## src/rtl/rv_isa_pkg.sv

```systemverilog
// RV32 opcode constants, NOP word and instruction format classification
// shared by the immediate encoder and its bench.
package rv_isa_pkg;

    localparam logic [6:0] OP_IMM    = 7'b0010011;
    localparam logic [6:0] OP_LOAD   = 7'b0000011;
    localparam logic [6:0] OP_STORE  = 7'b0100011;
    localparam logic [6:0] OP_BRANCH = 7'b1100011;
    localparam logic [6:0] OP_JAL    = 7'b1101111;
    localparam logic [6:0] OP_JALR   = 7'b1100111;
    localparam logic [6:0] OP_REG    = 7'b0110011;

    localparam logic [31:0] NOP = 32'h0000_0013;

    typedef enum logic [2:0] {
        FMT_I,
        FMT_S,
        FMT_B,
        FMT_J,
        FMT_R,
        FMT_BAD
    } fmt_t;

    function automatic fmt_t decode_fmt(input logic [6:0] opcode);
        fmt_t fmt;
        case (opcode)
            OP_IMM, OP_LOAD, OP_JALR: fmt = FMT_I;
            OP_STORE:                 fmt = FMT_S;
            OP_BRANCH:                fmt = FMT_B;
            OP_JAL:                   fmt = FMT_J;
            OP_REG:                   fmt = FMT_R;
            default:                  fmt = FMT_BAD;
        endcase
        return fmt;
    endfunction

endpackage

```

## src/rtl/sync_fifo.sv

```systemverilog
// Single-clock FIFO with registered occupancy count; head word is
// presented directly from storage and only moves on a pop.
module sync_fifo #(
    parameter int WIDTH = 8,
    parameter int DEPTH = 2
) (
    input  logic             clk,
    input  logic             rst_n,
    input  logic             push,
    input  logic [WIDTH-1:0] wdata,
    input  logic             pop,
    output logic [WIDTH-1:0] rdata,
    output logic             not_full,
    output logic             not_empty
);

    localparam int PTR_W = (DEPTH > 1) ? $clog2(DEPTH) : 1;
    localparam int CNT_W = PTR_W + 1;

    logic [WIDTH-1:0] mem [DEPTH];
    logic [PTR_W-1:0] wr_ptr;
    logic [PTR_W-1:0] rd_ptr;
    logic [CNT_W-1:0] count;
    logic             do_push;
    logic             do_pop;

    assign not_full  = (count < CNT_W'(DEPTH));
    assign not_empty = (count != '0);
    assign do_push   = push && not_full;
    assign do_pop    = pop && not_empty;
    assign rdata     = mem[rd_ptr];

    // Storage is cleared on reset so the head word reads as zero afterwards.
    always_ff @(posedge clk or negedge rst_n) begin
        if (!rst_n) begin
            for (int i = 0; i < DEPTH; i++) begin
                mem[i] <= '0;
            end
            wr_ptr <= '0;
            rd_ptr <= '0;
            count  <= '0;
        end else begin
            if (do_push) begin
                mem[wr_ptr] <= wdata;
                wr_ptr      <= wr_ptr + 1'b1;
            end
            if (do_pop) begin
                rd_ptr <= rd_ptr + 1'b1;
            end
            case ({do_push, do_pop})
                2'b10:   count <= count + 1'b1;
                2'b01:   count <= count - 1'b1;
                default: count <= count;
            endcase
        end
    end

endmodule

```

## src/rtl/imm_encoder.sv

```systemverilog
// Packs RV32 field bundles into instruction words, tagged with a word address.
// Define IMM_ENCODER_RANGE_CHECK_EN to also reject out-of-range immediates.
module imm_encoder
    import rv_isa_pkg::*;
#(
    parameter int ADDR_W     = 8,
    parameter int FIFO_DEPTH = 2
) (
    input  logic              clk,
    input  logic              rst_n,
    input  logic              in_valid,
    output logic              in_ready,
    input  logic [6:0]        in_opcode,
    input  logic [4:0]        in_rd,
    input  logic [4:0]        in_rs1,
    input  logic [4:0]        in_rs2,
    input  logic [2:0]        in_funct3,
    input  logic [6:0]        in_funct7,
    input  logic [31:0]       in_imm,
    output logic              out_valid,
    input  logic              out_ready,
    output logic [31:0]       out_instr,
    output logic [ADDR_W-1:0] out_addr,
    output logic              out_err,
    output logic [7:0]        err_count
);

    localparam int ENTRY_W = 1 + ADDR_W + 32;

    fmt_t               fmt;
    logic [31:0]        enc;
    logic               bad;
    logic               range_bad;
    logic               accept;
    logic [ADDR_W-1:0]  addr_q;
    logic [ENTRY_W-1:0] wdata;
    logic [ENTRY_W-1:0] rdata;

    assign fmt    = decode_fmt(in_opcode);
    assign accept = in_valid && in_ready;

`ifdef IMM_ENCODER_RANGE_CHECK_EN
    logic signed [31:0] simm;
    assign simm = in_imm;

    always_comb begin
        range_bad = 1'b0;
        case (fmt)
            FMT_I, FMT_S: range_bad = (simm < -32'sd2048) || (simm > 32'sd2047);
            FMT_B:        range_bad = (simm < -32'sd4096) || (simm > 32'sd4094) || in_imm[0];
            FMT_J:        range_bad = (simm < -32'sd1048576) || (simm > 32'sd1048574) || in_imm[0];
            default:      range_bad = 1'b0;
        endcase
    end
`else
    // Upper immediate bits only matter when range checking is compiled in.
    logic unused_imm_hi;
    assign unused_imm_hi = ^in_imm[31:21];
    assign range_bad     = 1'b0;
`endif

    always_comb begin
        enc = NOP;
        bad = 1'b0;
        case (fmt)
            FMT_I: enc = {in_imm[11:0], in_rs1, in_funct3, in_rd, in_opcode};
            FMT_S: enc = {in_imm[11:5], in_rs2, in_rs1, in_funct3, in_imm[4:0], in_opcode};
            FMT_B: enc = {in_imm[12], in_imm[10:5], in_rs2, in_rs1, in_funct3,
                          in_imm[4:1], in_imm[11], in_opcode};
            FMT_J: enc = {in_imm[20], in_imm[10:1], in_imm[11], in_imm[19:12], in_rd, in_opcode};
            FMT_R: enc = {in_funct7, in_rs2, in_rs1, in_funct3, in_rd, in_opcode};
            default: bad = 1'b1;
        endcase
        if (range_bad) begin
            bad = 1'b1;
        end
        if (bad) begin
            enc = NOP;
        end
    end

    // Rejected bundles still take an address so the consumer sees no gap.
    always_ff @(posedge clk or negedge rst_n) begin
        if (!rst_n) begin
            addr_q    <= '0;
            err_count <= '0;
        end else if (accept) begin
            addr_q <= addr_q + 1'b1;
            if (bad && (err_count != 8'hFF)) begin
                err_count <= err_count + 8'd1;
            end
        end
    end

    assign wdata = {bad, addr_q, enc};

    sync_fifo #(
        .WIDTH (ENTRY_W),
        .DEPTH (FIFO_DEPTH)
    ) u_fifo (
        .clk       (clk),
        .rst_n     (rst_n),
        .push      (accept),
        .wdata     (wdata),
        .pop       (out_ready),
        .rdata     (rdata),
        .not_full  (in_ready),
        .not_empty (out_valid)
    );

    assign out_err   = rdata[ENTRY_W-1];
    assign out_addr  = rdata[32 +: ADDR_W];
    assign out_instr = rdata[31:0];

endmodule

```

## config.mk

```make
export PLATFORM = sky130hd
export DESIGN_NAME = imm_encoder
export DESIGN_NICKNAME = d
export VERILOG_FILES = /design/src/rtl/rv_isa_pkg.sv /design/src/rtl/sync_fifo.sv /design/src/rtl/imm_encoder.sv
export SDC_FILE = /design/constraint.sdc
export NUM_CORES = 1
export LEC_CHECK = 0
export ABC_AREA = 0
export CAP_MARGIN = 20
export CORE_MARGIN = 2
export CORE_UTILIZATION = 40
export CTS_CLUSTER_SIZE = 25
export DETAILED_ROUTE_END_ITERATION = 7
export DONT_BUFFER_PORTS = 1
export PLACE_DENSITY = 0.6
export SLEW_MARGIN = 30
export SYNTH_ARGS = -nofsm -noshare
export SYNTH_HDL_FRONTEND = slang
export SYNTH_SLANG_ARGS = --single-unit
```

## constraint.sdc

```tcl
create_clock -name clk -period 2.3 [get_ports clk]
set_clock_uncertainty 0.15 [all_clocks]
set_input_delay 0.23 -clock clk [delete_from_list [all_inputs] [get_ports clk]]
set_output_delay 0.23 -clock clk [all_outputs]
set_load 0.05 [all_outputs]
```

==> reports/results.tsv, run 1 <==
metric	value	unit
max_stage_delay	0.57	ns
netlist.area_leader.share	51.9	%
dp.cells	611	
synth_seq_cells	102	
status	finished with violations	
synth_fp_nets	534	
area_growth_syn_to_layout	18.8	%
start_util	40.9	%
rows	40	
switchingPower	0.00307	W
clockBufferDepth	2	
h-tree-depth	3	
synth_fa_ha_area_share	0.763	%
intPower	0.00425	W
drt_iter0_markers	211	
fin_util	48.6	%
p_clk_share	22.5	%
antenna_found_initial	0	
swShare	41.9	%
hold_ws	-0.572	ns
gr-usage-all-layers	18.9	%
p_per_area	1250	nW/um^2
slew_viol_final	0	
pin_count	119	
critPathKind	flip-flop to flip-flop	
drive_gt1_share	21.7	%
fin_cells	664	
cp_max_fo	14	
fin_nets	584	
dr_wl_met3	772	um
synthArstFlopShare	100	%
drt-pass1-iter-count	7	
num_vias	3595	
numPortBuffers	0	
worstSetupStartpointType	flip-flop	
synth-compound-area-share	12.3	%
cts_buffers	9	
rsz0062_at_grt	no	
fin_setup_tns	0	ns
diodes	0	
synth-simple-area-share	17.6	%
topRoutingLayerUsed	met4	
gp_congestion	0.769	
worstPathCellList	nor2b_1 > buf_4 > and2_2 > buf_4 > nor2_1 > a31oi_1 > dlygate4sd3_1	
combPwrFrac	41.5	%
die-area	13200	um^2
ctsHoldBuffers	38	
core_area	12000	um^2
yosys-top-cells-area	dfrtp_1 52%, mux2_2 9.8%, nand2_1 7.8%	
leakage	2.58	nW
seqPwrFrac	36.0	%
p_total	0.00732	W
violations	negative hold slack	
synthMuxAreaShare	10.5	%
yosys_warnings	0	
cp.arrival	2.29	ns
max-cap-violations	0	
hold_viol_final	102	
avgSynthCellArea	10.6	um^2
netlist_area	4920	um^2
die_x	115	um
setup_viol	0	
crit_family	buffers and inverters	
rr_startpoint	u_fifo.count[1]	
peakVddDrop	0.882	mV
tightest_slew	0.525	ns
required	2.43	ns
synth_cells	463	
cp_slowest_cell	dlygate4sd3_1	
cpMostUsedCell	buf_4	
met1_length	5.23	mm
drt-total-wl	12.0	mm
synth_top_family_by_area	simple AND/OR/NAND/NOR gates	
synth_xor_area_share	3.21	%
ant_nets	0	
met2WireLength	5.85	mm
grt_pass1_wl	19.4	mm
grt_max_degree	103	
fill_cells	1110	
hpwl	8.26	mm
vias_per_cell	5.41	
fin_crit	2.16	ns
critPathCaptureType	flip-flop	
first_global_vias	3759	
clock-sinks	102	
synthFlopType	dfrtp_1	
wl_per_cell	18.1	um
fmax	0.463	GHz
overflow	0	
drc	0	
synth_top_cell_by_area	dfrtp_1	
cp.buffers_inverters	3	
relSlewSlack	65.0	%
cts_setup_buffers	0	
crit_start	u_fifo.count[1]	
ys_types	50	
die_h	115	um
synth_edf_count	0	
cts_tree	built	
clkTransAtPathRegs	0.07	ns
min_path_type	primary input to async pin	
finalCritPeriodShare	94.0	%
cts_root_buf	clkbuf_16	
clk-insertion-delay-late	0.34	ns
ys_seq_area_share	51.9	%
area by class of cell:
class                      count  area (um^2)  area share [%]
sequential                   102         2550            43.7
inverter                       2         7.51           0.128
multi-input combinational    334         2190            37.4
timing repair buffer          64          588            10.1
clock buffer                  12          256            4.39
tap                          147          184            3.15
clock inverter                 3         67.6            1.16
registers in the layout, summed over array words and instances, names as in the netlist:
name / cells
u_fifo.count: 2
u_fifo.mem: 82
err_count: 8
u_fifo.wr_ptr: 1
u_fifo.rd_ptr: 1
addr_q: 8
power groups by stage:
stage | sequential (W) | combinational [W] | clock, W
3_3_place_gp | 0.00263 | 0.00288 | 0
4_1_cts | 0.00263 | 0.00305 | 0.00169
6_report | 0.00264 | 0.00304 | 0.00164
3_5_place_dp | 0.00266 | 0.00292 | 0
5_1_grt | 0.00270 | 0.00324 | 0.00177
2_1_floorplan | 0.00271 | 0.00232 | 0
timing repair:
action                                  in CTS  in global routing
hold endpoints to repair                   142                102
gates resized for setup                      0                  3
endpoints found under the setup margin       0                  7
per-layer routing:
layer	global-route usage, %	vias to the layer above
met2	31.9	105
met1	23.4	1775
met3	5.80	11
li1	-	1704
met5	0	-
met4	5.46	0
worst reg2reg max path, cell delays in order, from the launching register on:
cell and delay [ns]:
dfrtp_1 0.39, nor2b_1 0.14, buf_4 0.20, and2_2 0.22, buf_4 0.21, nor2_1 0.07
a31oi_1 0.15, dlygate4sd3_1 0.57
Yosys cell counts (all sizes together), types with 6 or more instances:
| cell type | instances |
|---|---|
| a22o | 20 |
| nand3 | 9 |
| clkbuf | 14 |
| xnor2 | 14 |
| o21ai | 28 |
| and3 | 12 |
| nand2b | 6 |
| buf | 10 |
| nand2 | 102 |
| nor2 | 31 |
| a21oi | 18 |
| mux2 | 43 |
| a31oi | 10 |
| dfrtp | 102 |
per-stage QoR:
step | setup slack [ns] | instance area (um^2)
after floorplan | 0.187 | 4920
after global placement | 0.288 | 5130
after detailed placement | 0.243 | 5130
after CTS | 0.0281 | 5840
after global routing | 0.0221 | 5840
final | 0.139 | 5840
placed cells by master (no fill, tap or decap), types with 2 or more instances in the layout:
| master | synthesis | routed |
|---|---|---|
| nand2_1 | 102 | 102 |
| dfrtp_1 | 102 | 101 |
| mux2_2 | 43 | 43 |
| dlygate4sd3_1 | 0 | 38 |
| nor2_1 | 28 | 27 |
| buf_4 | 1 | 25 |
| a22o_1 | 20 | 20 |
| o21ai_0 | 19 | 19 |
| xnor2_1 | 14 | 14 |
| a21oi_1 | 12 | 12 |
| a31oi_1 | 10 | 10 |
| clkbuf_16 | 0 | 9 |
| nand3_1 | 8 | 8 |
| o21ai_1 | 8 | 8 |
| nand2b_1 | 6 | 6 |
| and3_1 | 6 | 6 |
| and3_4 | 6 | 6 |
| a21oi_2 | 6 | 6 |
| nand4_1 | 5 | 5 |
| a22oi_1 | 5 | 5 |
| xor2_1 | 4 | 4 |
| nor2_2 | 2 | 3 |
| mux2i_1 | 3 | 3 |
| ha_1 | 3 | 3 |
| inv_1 | 2 | 2 |
| nor2b_1 | 2 | 2 |
| and2_2 | 1 | 2 |
| bufinv_16 | 0 | 2 |
| clkbuf_8 | 2 | 2 |
path summary, 6_finish.rpt:
check                           slack (ns)              to  cells after the start
worst max-delay path                  0.14  u_fifo.mem[17]                      7
worst min-delay path                 -0.57  u_fifo.mem[65]                      0
worst max register to register        0.14  u_fifo.mem[17]                      7
worst min register to register        0.31   u_fifo.mem[1]                      1
max in group asynchronous             2.35  u_fifo.mem[72]                      0
min in group clk                      0.01  u_fifo.mem[62]                      2
cells by family after synthesis:
family	count (synthesis)
buffers and inverters	27
AOI/OAI and AO/OA	86
adders and majority gates	3
xor gates and xnor gates	18
and+or+nand+nor	181
muxes	46
DFF	102
(Power assumes the default switching activity.)
==> inputs of run 2 (changes only) <==
HOLD_SLACK_MARGIN = 0.05   (was not set)
==> run 2 against run 1 <==
Net effect: the run still ends with negative hold slack left; sequential cell count unchanged; wire length increased by 0.50%; highest routed layer unchanged; register-to-register slack hardly changed; critical endpoint unchanged; sequential power hardly changed; worst hold slack better by 0.0021 ns; clock power barely moved.
==> reports/results.tsv, run 2 (synthesis results as in run 1) <==
metric	value	unit	change
critPathCaptureType	flip-flop		unchanged
drt-pass1-iter-count	5		was 7
die_h	115	um	unchanged
drc	0		unchanged
relSlewSlack	64.8	%	was 65.0%
vias_per_cell	5.42		was 5.41
slew_viol_final	0		unchanged
gp_congestion	0.769		unchanged
max-cap-violations	0		unchanged
cts_root_buf	clkbuf_16		unchanged
grt_pass1_wl	19.5	mm	was 19.4 mm
start_util	40.9	%	unchanged
combPwrFrac	41.6	%	was 41.5%
gr-usage-all-layers	18.9	%	about the same
r2r_end	u_fifo.mem[17]		unchanged
status	finished with violations		unchanged
setup_viol	0		unchanged
fmax	0.463	GHz	about the same
r2r_cells	7		unchanged
cts_setup_buffers	0		unchanged
peakVddDrop	0.882	mV	about the same
reg.largest.list	u_fifo.mem (82), addr_q (8), err_count (8)		unchanged
ant_nets	0		unchanged
final_cell_mix	102 x nand2_1, 101 x dfrtp_1, 46 x dlygate4sd3_1		was 102 x nand2_1, 101 x dfrtp_1, 43 x mux2_2
rr_startpoint	u_fifo.count[1]		unchanged
tightest_slew	0.528	ns	was 0.525 ns
max_stage_delay	0.57	ns	about the same
hold_viol_final	102		unchanged
num_vias	3644		was 3595
worstSetupStartpointType	flip-flop		unchanged
p_per_area	1240	nW/um^2	was 1250 nW/um^2
cp.arrival	2.29	ns	about the same
r2r_slack	0.14	ns	about the same
final_common_cell	nand2_1		unchanged
swShare	41.9	%	about the same
numPortBuffers	0		unchanged
rsz0062_at_grt	no		unchanged
p_clk_share	22.4	%	was 22.5%
ctsHoldBuffers	46		was 38
wl_per_cell	18.0	um	was 18.1 um
cp.buffers_inverters	3		unchanged
grt_max_degree	103		unchanged
cpMostUsedCell	buf_4		unchanged
clkTransAtPathRegs	0.07	ns	about the same
diodes	0		unchanged
cts_tree	built		unchanged
hpwl	8.26	mm	unchanged
required	2.43	ns	about the same
hold_ws	-0.569	ns	was -0.572 ns
overflow	0		unchanged
largest_reg_flops	82		unchanged
pin_count	119		unchanged
fill_cells	1101		was 1110
fin_crit	2.16	ns	about the same
first_global_vias	3784		was 3759
seqPwrFrac	36.0	%	about the same
finalCritPeriodShare	93.9	%	was 94.0%
area_growth_syn_to_layout	20.4	%	was 18.8%
fin_nets	592		was 584
clockBufferDepth	2		unchanged
drt_iter0_markers	208		was 211
drt-total-wl	12.1	mm	was 12.0 mm
crit_family	buffers and inverters		unchanged
clock-sinks	102		unchanged
switchingPower	0.00307	W	about the same
worstPathCellList	nor2b_1 > buf_4 > and2_2 > buf_4 > nor2_1 > a31oi_1 > dlygate4sd3_1		unchanged
die-area	13200	um^2	unchanged
core_area	12000	um^2	unchanged
cts_buffers	9		unchanged
critPathKind	flip-flop to flip-flop		unchanged
min_path_type	primary input to async pin		unchanged
clk-insertion-delay-late	0.34	ns	about the same
cp_slowest_cell	dlygate4sd3_1		unchanged
h-tree-depth	3		unchanged
leakage	2.61	nW	was 2.58 nW
intPower	0.00426	W	was 0.00425 W
die_x	115	um	unchanged
cp_max_fo	14		unchanged
drive_gt1_share	21.3	%	was 21.7%
antenna_found_initial	0		unchanged
violations	negative hold slack		unchanged
regMostFlops	u_fifo.mem		unchanged
rows	40		unchanged
fin_setup_tns	0	ns	unchanged
## run 2: worst max path at each step
stage / end / start / slack, ns / cells after the start
5_1_grt: u_fifo.mem[14] / u_fifo.count[1] / 0.02 / 7
4_1_cts: u_fifo.mem[16] / u_fifo.count[1] / 0.03 / 7
2_1_floorplan: err_count[5] / err_count[0] / 0.19 / 6
3_3_place_gp: u_fifo.mem[66] / in_opcode[3] / 0.29 / 5
6_report: u_fifo.mem[17] / u_fifo.count[1] / 0.14 / 7
3_5_place_dp: u_fifo.mem[25] / in_opcode[3] / 0.24 / 5
## run 2: stage by stage
step / instance area [um^2] / power (W) / util (%) / instances / setup slack (ns)
detailed placement: 5130 / 0.00558 / 42.7 / 611 / 0.243
global placement: 5130 / 0.00551 / 42.7 / 611 / 0.288
CTS: 5920 / 0.00739 / 49.3 / 672 / 0.0281
global route: 5920 / 0.00772 / 49.3 / 672 / 0.0221
finish: 5920 / 0.00733 / 49.3 / 672 / 0.140
floorplan: 4920 / 0.00503 / - / 463 / 0.187
## run 2: power by group through the flow
stage | Clock (W) | Combinational (W) | Sequential [W]
global placement | 0 | 0.00288 | 0.00263
finish | 0.00164 | 0.00305 | 0.00263
global route | 0.00177 | 0.00325 | 0.00270
CTS | 0.00169 | 0.00307 | 0.00263
detailed placement | 0 | 0.00292 | 0.00266
floorplan | 0 | 0.00232 | 0.00271
## run 2: area by class of cell
type / count / area (um^2) / share of cell area, %
Sequential cell: 102 / 2550 / 43.1
Multi-Input combinational cell: 334 / 2190 / 36.9
Timing Repair Buffer: 72 / 668 / 11.3
Clock buffer: 12 / 256 / 4.33
Tap cell: 147 / 184 / 3.11
Clock inverter: 3 / 67.6 / 1.14
Inverter: 2 / 7.51 / 0.127
## run 2: repair_timing
item,4_1_cts,5_1_grt
hold endpoints to repair,159,102
endpoints found under the setup margin,0,7
resized for setup,0,3
## run 2: metal layers
layer / GRT usage (%) / share of wire (%) / vias to the layer above
met4: 5.22 / 1.3 / 0
met3: 5.75 / 6.5 / 11
li1: - / - / 1720
met1: 23.6 / 43 / 1802
met5: 0 / 0 / -
met2: 32.0 / 49 / 111
==> inputs of run 3 (changes only) <==
--- a/config.mk
+++ b/config.mk
@@ -16,2 +16,3 @@
 export PLACE_DENSITY = 0.6
+export SKIP_LAST_GASP = 1
 export SLEW_MARGIN = 30
--- a/constraint.sdc
+++ b/constraint.sdc
@@ -4,2 +4,2 @@
 set_output_delay 0.23 -clock clk [all_outputs]
-set_load 0.05 [all_outputs]
+set_load 0.01 [all_outputs]
==> run 3 against run 2 <==
Net effect: the flow still finishes with violations (negative hold slack); setup slack improved by 0.066 ns; non-clock buffer count fell by 11; via count fell by 3.0%; critical path depth did not move; die area did not move; worst hold slack got worse by 0.00069 ns; sequential cell count did not move; first-iteration DRC count rose by 9.1%; critical path type is now primary input to flip-flop; largest cell class unchanged.
==> reports/results.tsv, run 3 (synthesis results as in run 1) <==
metric	value	unit	change
num_vias	3533		was 3644
slew_viol_final	0		unchanged
area_growth_syn_to_layout	17.3	%	was 20.4%
first_global_vias	3697		was 3784
cts_resized	0		unchanged
diodes	0		unchanged
max-cap-violations	0		unchanged
wl_per_cell	18.1	um	was 18.0 um
regMostFlops	u_fifo.mem		unchanged
grt_pass1_wl	19.6	mm	was 19.5 mm
setup_viol	0		unchanged
h-tree-depth	3		unchanged
drt-total-wl	12.0	mm	was 12.1 mm
worstSetupStartpointType	primary input		was flip-flop
p_per_area	1030	nW/um^2	was 1240 nW/um^2
clkTransAtPathRegs	0.06	ns	was 0.07 ns
final_cell_mix	102 x nand2_1, 101 x dfrtp_1, 43 x mux2_2, 43 x dlygate4sd3_1, 27 x nor2_1		was 102 x nand2_1, 101 x dfrtp_1, 46 x dlygate4sd3_1
clk-insertion-delay-late	0.35	ns	was 0.34 ns
cts_buffers	9		unchanged
die_x	115	um	unchanged
grt_max_degree	103		unchanged
design_area	5770	um^2	was 5920 um^2
place_area	5070	um^2	was 5130 um^2
fin_cells	661		was 672
min_path_type	primary input to async pin		unchanged
rows	40		unchanged
status	finished with violations		unchanged
fin_nets	581		was 592
core_area	12000	um^2	unchanged
fmax	0.477	GHz	was 0.463 GHz
reg.largest.list	u_fifo.mem (82), addr_q (8), err_count (8)		unchanged
pin_count	119		unchanged
clock-sinks	102		unchanged
drt-pass1-iter-count	4		was 5
finalCritPeriodShare	91.1	%	was 93.9%
drc	0		unchanged
violations	negative hold slack		unchanged
gr-usage-all-layers	19.4	%	was 18.9%
cts_root_buf	clkbuf_16		unchanged
antenna_found_initial	0		unchanged
swShare	34.6	%	was 41.9%
drive_gt1_share	19.5	%	was 21.3%
start_util	40.9	%	unchanged
fin_setup_tns	0	ns	unchanged
critPathCaptureType	flip-flop		unchanged
switchingPower	0.00206	W	was 0.00307 W
hold_ws	-0.570	ns	was -0.569 ns
fin_util	48.1	%	was 49.3%
hold_viol_final	102		unchanged
numPortBuffers	0		unchanged
ctsHoldBuffers	43		was 46
gp_congestion	0.775		was 0.769
p_clk_share	23.9	%	was 22.4%
critPathKind	primary input to flip-flop		was flip-flop to flip-flop
leakage	2.54	nW	was 2.61 nW
cts_tree	built		unchanged
overflow	0		unchanged
ant_nets	0		unchanged
required	2.42	ns	was 2.43 ns
vias_per_cell	5.34		was 5.42
die_h	115	um	unchanged
clockBufferDepth	2		unchanged
dp.cells	603		was 611
tightest_slew	0.638	ns	was 0.528 ns
r2r_cells	5		was 7
peakVddDrop	0.513	mV	was 0.882 mV
rsz0062_at_grt	no		unchanged
cp.arrival	2.21	ns	was 2.29 ns
intPower	0.00389	W	was 0.00426 W
combPwrFrac	30.5	%	was 41.6%
cp_max_fo	5		was 14
relSlewSlack	57.1	%	was 64.8%
final_common_cell	nand2_1		unchanged
seqPwrFrac	45.6	%	was 36.0%
cts_setup_buffers	0		unchanged
fin_crit	2.09	ns	was 2.16 ns
fill_cells	1107		was 1101
die-area	13200	um^2	unchanged
drt_iter0_markers	227		was 208
hpwl	8.15	mm	was 8.26 mm
largest_reg_flops	82		unchanged
-- run 3: path summary, 6_finish.rpt --
check | end | slack (ns) | startpoint
worst max-delay path | u_fifo.mem[22] | 0.21 | in_opcode[3]
worst min-delay path | u_fifo.mem[24] | -0.57 | rst_n
worst max register to register | err_count[1] | 0.29 | err_count[0]
worst min register to register | u_fifo.mem[0] | 0.31 | u_fifo.mem[0]
max in group asynchronous | u_fifo.rd_ptr | 2.44 | rst_n
min in group clk | u_fifo.mem[20] | 0.07 | in_opcode[1]
-- run 3: per-stage QoR --
stage	worst slack [ns]	power [W]
after floorplan	0.414	0.00404
after global placement	0.334	0.00443
after detailed placement	0.270	0.00451
after CTS	0.192	0.00601
after global routing	0.102	0.00634
final	0.206	0.00594
-- run 3: area by class of cell --
| type | instances | area (um^2) | share of cell area, % |
|---|---|---|---|
| Sequential cell | 102 | 2550 | 44.2 |
| Multi-Input combinational cell | 334 | 2180 | 37.8 |
| Timing Repair Buffer | 61 | 578 | 10.0 |
| Clock buffer | 14 | 264 | 4.57 |
| Tap cell | 147 | 184 | 3.19 |
| Inverter | 2 | 7.51 | 0.130 |
| Clock inverter | 1 | 5.00 | 0.0867 |
-- run 3: layer usage --
layer / vias up / GRT usage, % / part of all wire [%]
li1: 1696 / - / -
met1: 1740 / 24.7 / 44
met2: 85 / 31.9 / 48
met3: 12 / 4.32 / 5.4
met4: 0 / 8.35 / 1.8
met5: - / 0 / 0
-- run 3: power groups by stage --
stage	Sequential, W	Combinational [W]	Clock [W]
after floorplan	0.00257	0.00147	0
after global placement	0.00271	0.00173	0
after detailed placement	0.00274	0.00177	0
after CTS	0.00271	0.00183	0.00147
after global routing	0.00279	0.00201	0.00154
final	0.00271	0.00181	0.00142
-- run 3: worst max-delay path: stages --
cell           delay [ns]
nand4bb_1            0.32
buf_4                0.26
or3_2                0.42
nand2_1              0.15
a22oi_1              0.09
dlygate4sd3_1        0.61
o21ai_1              0.14
